## src/rtl/mem_bus_arbiter.sv

```systemverilog
// -----------------------------------------------------------------------------
// mem_bus_arbiter
//
// Purpose:
//   Shares one line-oriented memory port between an instruction cache (read
//   only) and a data cache (line fill or write-back). One transaction is in
//   flight at a time. When both caches request in the same idle cycle, the
//   one that was not served last wins. The winning request is latched at the
//   grant edge, and the shared memory strobes, address and data come only from
//   that latched copy. Requesters may therefore change their inputs freely
//   while a transaction is in progress.
//
// Transaction timeline (minimum, memory answering immediately):
//   IDLE cycle  : requests sampled, grant on the closing edge
//   BUSY cycle  : mem_read or mem_write held until mem_ready is seen
//   RESP cycle  : one-cycle ready pulse to the served cache
//   then IDLE again, so back-to-back grants are one IDLE cycle apart.
//
// Ports:
//   clk          in   clock, rising-edge
//   rst_n        in   synchronous active-low reset
//   i_mem_read   in   I-cache line-fill request (held until i_mem_ready)
//   i_mem_addr   in   I-cache line address               [ADDR_W]
//   i_mem_rdata  out  line returned to I-cache           [DATA_W]
//   i_mem_ready  out  one-cycle completion pulse to I-cache
//   d_mem_read   in   D-cache line-fill request (held until d_mem_ready)
//   d_mem_write  in   D-cache write-back request (held until d_mem_ready)
//   d_mem_addr   in   D-cache line address               [ADDR_W]
//   d_mem_wdata  in   D-cache write-back line            [DATA_W]
//   d_mem_rdata  out  line returned to D-cache           [DATA_W]
//   d_mem_ready  out  one-cycle completion pulse to D-cache
//   mem_read     out  shared memory read strobe
//   mem_write    out  shared memory write strobe
//   mem_addr     out  shared memory line address         [ADDR_W]
//   mem_wdata    out  shared memory write line           [DATA_W]
//   mem_rdata    in   memory read line                   [DATA_W]
//   mem_ready    in   memory completion (only honoured while busy)
// -----------------------------------------------------------------------------
module mem_bus_arbiter #(
  parameter int ADDR_W = 28,
  parameter int DATA_W = 128
) (
  input  logic              clk,
  input  logic              rst_n,
  // I-cache side
  input  logic              i_mem_read,
  input  logic [ADDR_W-1:0] i_mem_addr,
  output logic [DATA_W-1:0] i_mem_rdata,
  output logic              i_mem_ready,
  // D-cache side
  input  logic              d_mem_read,
  input  logic              d_mem_write,
  input  logic [ADDR_W-1:0] d_mem_addr,
  input  logic [DATA_W-1:0] d_mem_wdata,
  output logic [DATA_W-1:0] d_mem_rdata,
  output logic              d_mem_ready,
  // shared memory side
  output logic              mem_read,
  output logic              mem_write,
  output logic [ADDR_W-1:0] mem_addr,
  output logic [DATA_W-1:0] mem_wdata,
  input  logic [DATA_W-1:0] mem_rdata,
  input  logic              mem_ready
);

  typedef enum logic [2:0] {
    S_IDLE   = 3'd0,
    S_BUSY_I = 3'd1,
    S_BUSY_D = 3'd2,
    S_RESP_I = 3'd3,
    S_RESP_D = 3'd4
  } state_t;

  // Which requester completed most recently. Used only to break ties.
  localparam logic GRANT_I = 1'b0;
  localparam logic GRANT_D = 1'b1;

  state_t              r_state;
  logic                r_last_grant;

  // Latched transaction. These registers drive the memory port directly.
  logic                r_mem_read;
  logic                r_mem_write;
  logic [ADDR_W-1:0]   r_mem_addr;
  logic [DATA_W-1:0]   r_mem_wdata;

  // Per-requester return data and completion pulses
  logic [DATA_W-1:0]   r_i_rdata;
  logic [DATA_W-1:0]   r_d_rdata;
  logic                r_i_ready;
  logic                r_d_ready;

  // Arbitration, evaluated only in IDLE
  logic                w_i_req;
  logic                w_d_req;
  logic                w_grant_d;
  logic                w_grant_i;

  assign w_i_req = i_mem_read;
  // A D request is either a fill or a write-back. Write takes precedence if
  // both strobes are ever seen together.
  assign w_d_req = d_mem_read | d_mem_write;

  // On a tie, D wins unless D was the last one served.
  assign w_grant_d = w_d_req & (~w_i_req | (r_last_grant == GRANT_I));
  assign w_grant_i = w_i_req & ~w_grant_d;

  always_ff @(posedge clk) begin
    if (!rst_n) begin
      // Any in-flight transaction is dropped silently. No ready pulse is
      // produced, and the memory side simply sees its strobe withdrawn.
      r_state      <= S_IDLE;
      r_last_grant <= GRANT_I;
      r_mem_read   <= 1'b0;
      r_mem_write  <= 1'b0;
      r_mem_addr   <= '0;
      r_mem_wdata  <= '0;
      r_i_rdata    <= '0;
      r_d_rdata    <= '0;
      r_i_ready    <= 1'b0;
      r_d_ready    <= 1'b0;
    end else begin
      unique case (r_state)
        S_IDLE: begin
          if (w_grant_d) begin
            r_state     <= S_BUSY_D;
            r_mem_addr  <= d_mem_addr;
            r_mem_wdata <= d_mem_wdata;
            r_mem_write <= d_mem_write;
            r_mem_read  <= ~d_mem_write;
          end else if (w_grant_i) begin
            // mem_wdata keeps its previous contents. It is don't-care for a read.
            r_state     <= S_BUSY_I;
            r_mem_addr  <= i_mem_addr;
            r_mem_write <= 1'b0;
            r_mem_read  <= 1'b1;
          end
        end

        S_BUSY_I: begin
          if (mem_ready) begin
            r_state      <= S_RESP_I;
            r_i_rdata    <= mem_rdata;
            r_last_grant <= GRANT_I;
            r_mem_read   <= 1'b0;
            r_mem_write  <= 1'b0;
            r_i_ready    <= 1'b1;
          end
        end

        S_BUSY_D: begin
          if (mem_ready) begin
            r_state      <= S_RESP_D;
            // A write-back must leave the previous fill data untouched.
            if (r_mem_read) begin
              r_d_rdata  <= mem_rdata;
            end
            r_last_grant <= GRANT_D;
            r_mem_read   <= 1'b0;
            r_mem_write  <= 1'b0;
            r_d_ready    <= 1'b1;
          end
        end

        // The RESP cycle ignores all requests. The served cache drops its
        // request on seeing the pulse, so the following IDLE cycle sees
        // only fresh requests.
        S_RESP_I: begin
          r_state   <= S_IDLE;
          r_i_ready <= 1'b0;
        end

        S_RESP_D: begin
          r_state   <= S_IDLE;
          r_d_ready <= 1'b0;
        end

        default: begin
          r_state     <= S_IDLE;
          r_mem_read  <= 1'b0;
          r_mem_write <= 1'b0;
          r_i_ready   <= 1'b0;
          r_d_ready   <= 1'b0;
        end
      endcase
    end
  end

  assign mem_read    = r_mem_read;
  assign mem_write   = r_mem_write;
  assign mem_addr    = r_mem_addr;
  assign mem_wdata   = r_mem_wdata;
  assign i_mem_rdata = r_i_rdata;
  assign i_mem_ready = r_i_ready;
  assign d_mem_rdata = r_d_rdata;
  assign d_mem_ready = r_d_ready;

endmodule

```

## config.mk

```make
export PLATFORM = sky130hd
export DESIGN_NAME = mem_bus_arbiter
export DESIGN_NICKNAME = d
export VERILOG_FILES = /design/src/rtl/mem_bus_arbiter.sv
export SDC_FILE = /design/constraint.sdc
export NUM_CORES = 1
export LEC_CHECK = 0
export BUFFER_PORTS_ARGS = -buffer_cell sky130_fd_sc_hd__buf_2
export CORE_AREA = 2 2 285 287
export CTS_BUF_LIST = sky130_fd_sc_hd__clkbuf_8
export CTS_CLUSTER_DIAMETER = 100
export DETAILED_ROUTE_END_ITERATION = 6
export DIE_AREA = 0 0 287 289
export PLACE_DENSITY_LB_ADDON = 0.3
export SYNTH_ARGS = -nofsm -noshare
export SYNTH_HDL_FRONTEND = slang
export SYNTH_SLANG_ARGS = --single-unit
```

## constraint.sdc

```tcl
create_clock -name clk -period 4 [get_ports clk]
set_input_delay 0.2 -clock clk [delete_from_list [all_inputs] [get_ports clk]]
set_output_delay 0.2 -clock clk [all_outputs]
set_load 0.01 [all_outputs]
```

==> results.yml <==
outcome:
  status: "finished, final reports clean"
worst_setup_path:
  arrival_ns: 3.10
  cp_max_fo: 60
  required_ns: 4.59
  crit_chain: "o2bb2ai_4, buf_4, nand2b_4, buf_4, nand2_1, a21boi_1"
  worstSetupPathType: "flop to flop"
  timing.rr.start: "r_last_grant"
  worst_setup_path_end_kind: "flop"
  slowest_stage: "nand2b_4"
  critPathLaunchType: "flop"
  crit_path_max_incr_delay_ns: 0.71
  cp-startpoint: "r_last_grant"
  path_common_cell: "buf_4"
synthesis:
  ys.flop_type: "dfxtp_1"
  ys_ff_latch: 420
  ys_types: 31
  syn_area_um2: 16000
  ys_warn_count: 0
  syn_nets: 2163
  syn-instance-count: 1845
  synth_edf_count: 0
  synth_async_sr_flop_share_pct: 0
  synth_seq_area_share_pct: 52.7
  avgSynthCellArea_um2: 8.65
hold_path:
  hold_path.class: "input port to flop"
  hold_start: "rst_n"
cts:
  cts_root_buffer: "clkbuf_8"
  clock-sinks: 420
  path_clk_slew_ns: 0.06
  cts.htree.levels: 3
  post_cts_buffers: 0
  cts-buffers-inserted: 80
  clock_path_buffers: 3
  clk_latency_ns: 0.66
  cts_tree: "done"
timing:
  fmax_ghz: 0.397
  setup_violations: 0
  tightestPinTransition_ns: 1.15
  setup_ws_ns: 1.48
  slew_viol_final: 0
  period_needed_ns: 2.52
  hold_viol: 0
  fin_crit_sh_pct: 63.0
  rsz0062_at_grt: "no"
  maxSlewHeadroom_pct: 22.8
  clock-skew-final_ns: 0.0387
  tns_ns: 0
floorplan:
  io_pins: 734
  die_y_um: 289
  coreArea_um2: 79900
  die_area_um2: 82900
  row_count: 104
  start_util_pct: 20.0
  fp.dieW_um: 287
placed_design:
  place_ws_ns: 1.47
  postPlaceCellArea_um2: 20500
  dp_hpwl_um: 44900
  io_buffers: 733
  globalplace.congestion: 0.806
route:
  drtAntennaViolNets: 0
  drt_iter0_markers: 598
  drt_pass1_iterations: 4
  vias_per_cell: 4.08
  routed-via-count: 16200
  wl_per_cell_um: 16.3
  drc: 0
  routed_wl_um: 64900
finish:
  fill_cells: 8646
  multi_input_area_um2: 6780
  regArea_um2: 8410
  syn_to_final_growth_pct: 57.8
  layout-drive-gt1-share_pct: 30.2
  final_net_count: 3176
  fin_area_um2: 25200
power_and_ir_drop:
  power_switching_w: 0.00341
  seq_power_share_pct: 42.6
  powerDensity_nw_per_um2: 439
  p_clk_share_pct: 37.3
  p_comb_share_pct: 20.1
  intPower_w: 0.00766
  ir_worst_vdd_v: 0.000265
  swShare_pct: 30.8
  power_leakage_nw: 11.5
flow_run:
  drv_cap: 0
grt:
  grt_util_met1_pct: 16.2
  grt-ovfl-total: 0
  grt_max_degree: 133
  grt_busiest_layer: "met2"
  globalRouteMet2Util_pct: 26.2
  gr-usage-met3_pct: 4.61
  grt_util_all_layers_pct: 14.7
  grt_pass1_wl_um: 95500
  grt_pass1_vias: 16400
  antenna_found_initial: 3
[final cells by class]
type,count,area share (%)
well taps,1060,5.26
diodes,2,0.0199
inverters,2,0.0298
multi-input cells,1281,26.9
clock inverters,44,0.943
clock buffers,95,5.19
repair buffers,1073,28.3
flip-flops and latches,420,33.4
[synthesized netlist by cell type (2+ instances only)]
cell type,count,area (um^2)
a21boi_0,36,270
a21oi_1,3,15.0
o211a_1,28,280
nor2b_1,3,18.8
nor2_1,6,22.5
mux2i_1,29,290
clkbuf_1,48,180
buf_6,27,304
buf_2,66,330
a22oi_1,2,15.0
dfxtp_1,420,8410
a21boi_1,350,2630
o21ai_0,6,30.0
inv_1,2,7.51
nand2b_1,4,25.0
nand2_1,800,3000
[placed cells by master (no fill, tap or decap), types with 2 or more instances in the layout]
master         synthesis  final
a21boi_0              36     36
a21boi_1             350    350
a21oi_1                3      3
a22oi_1                2      2
buf_12                 0      8
buf_2                 66    732
buf_4                  1     15
clkbuf_8               0     95
clkinv_2               0      9
clkinv_8               0      2
clkinvlp_4             0      3
dfxtp_1              420    420
diode_2                0      2
dlygate4sd3_1          0    317
inv_1                  2     28
inv_8                  0      2
mux2i_1               29     29
nand2_1              800    800
nand2b_1               4      3
nor2_1                 6      6
nor2b_4                0      2
nor3_4                 1      2
o211a_1               28     28
o21ai_0                6      6
[worst max-delay path, delay by kind of cell (launching register included)]
kind	cells	cell delay [ns]
and+or+nand+nor	2	0.79
DFF	1	0.41
AOI/OAI and AO/OA	2	0.33
buffers and inverters	2	0.84
[routing by layer]
| metal | up-vias | routed length, um |
|---|---|---|
| li1 | 8016 | - |
| met1 | 7490 | 25500 |
| met2 | 599 | 31900 |
| met3 | 132 | 5120 |
| met4 | 0 | 2350 |
| met5 | - | 0 |
[power groups by stage]
stage,sequential [W],clock [W],combinational [W]
2_1_floorplan,0.00494,0,0.000926
3_3_place_gp,0.00480,0,0.00197
3_5_place_dp,0.00480,0,0.00197
4_1_cts,0.00472,0.00431,0.00224
5_1_grt,0.00476,0.00450,0.00243
6_report,0.00472,0.00413,0.00222
[logic make-up (layout without fill, tap and decap cells)]
group                     after synthesis  after routing  share of synthesized area [%]
AOI/OAI and AO/OA                     428            428                           20.4
buffers and inverters                 144           1214                           5.20
muxes                                  29             29                           1.82
other                                   0              2                              0
and+or+nand+nor                       823            823                           19.8
xor gates and xnor gates                1              1                         0.0549
DFF                                   420            420                           52.7
[final timing paths]
kind,end,slack [ns],cells after the start
max,mem_wdata[26],1.48,6
min reg2reg,d_mem_ready,0.44,2
max reg2reg,mem_wdata[26],1.48,6
min,d_mem_rdata[0],0.13,2
[through the flow]
step | utilization (%) | std cells | hold slack (ns) | power (W)
3_3_place_gp | 25.6 | 3519 | 0.437 | 0.00676
3_5_place_dp | 25.6 | 3519 | 0.435 | 0.00677
2_1_floorplan | - | 1845 | 0.335 | 0.00586
5_1_grt | 31.5 | 3976 | 0.104 | 0.0117
6_report | 31.5 | 3977 | 0.133 | 0.0111
4_1_cts | 31.5 | 3975 | 0.0619 | 0.0113
[sequential cells by signal, indices dropped and copies added (netlist names)]
name,count
mem_addr,28
d_mem_rdata,128
mem_read,1
r_last_grant,1
r_state,3
mem_wdata,128
i_mem_ready,1
i_mem_rdata,128
mem_write,1
d_mem_ready,1
[what timing repair did]
item / CTS / global route
resized for setup: 0 / 0
setup endpoints to repair: 0 / 0
hold buffers: 317 / 0
endpoints found under the hold margin: 418 / 0
Note: power is estimated with default switching activity, not from simulation.
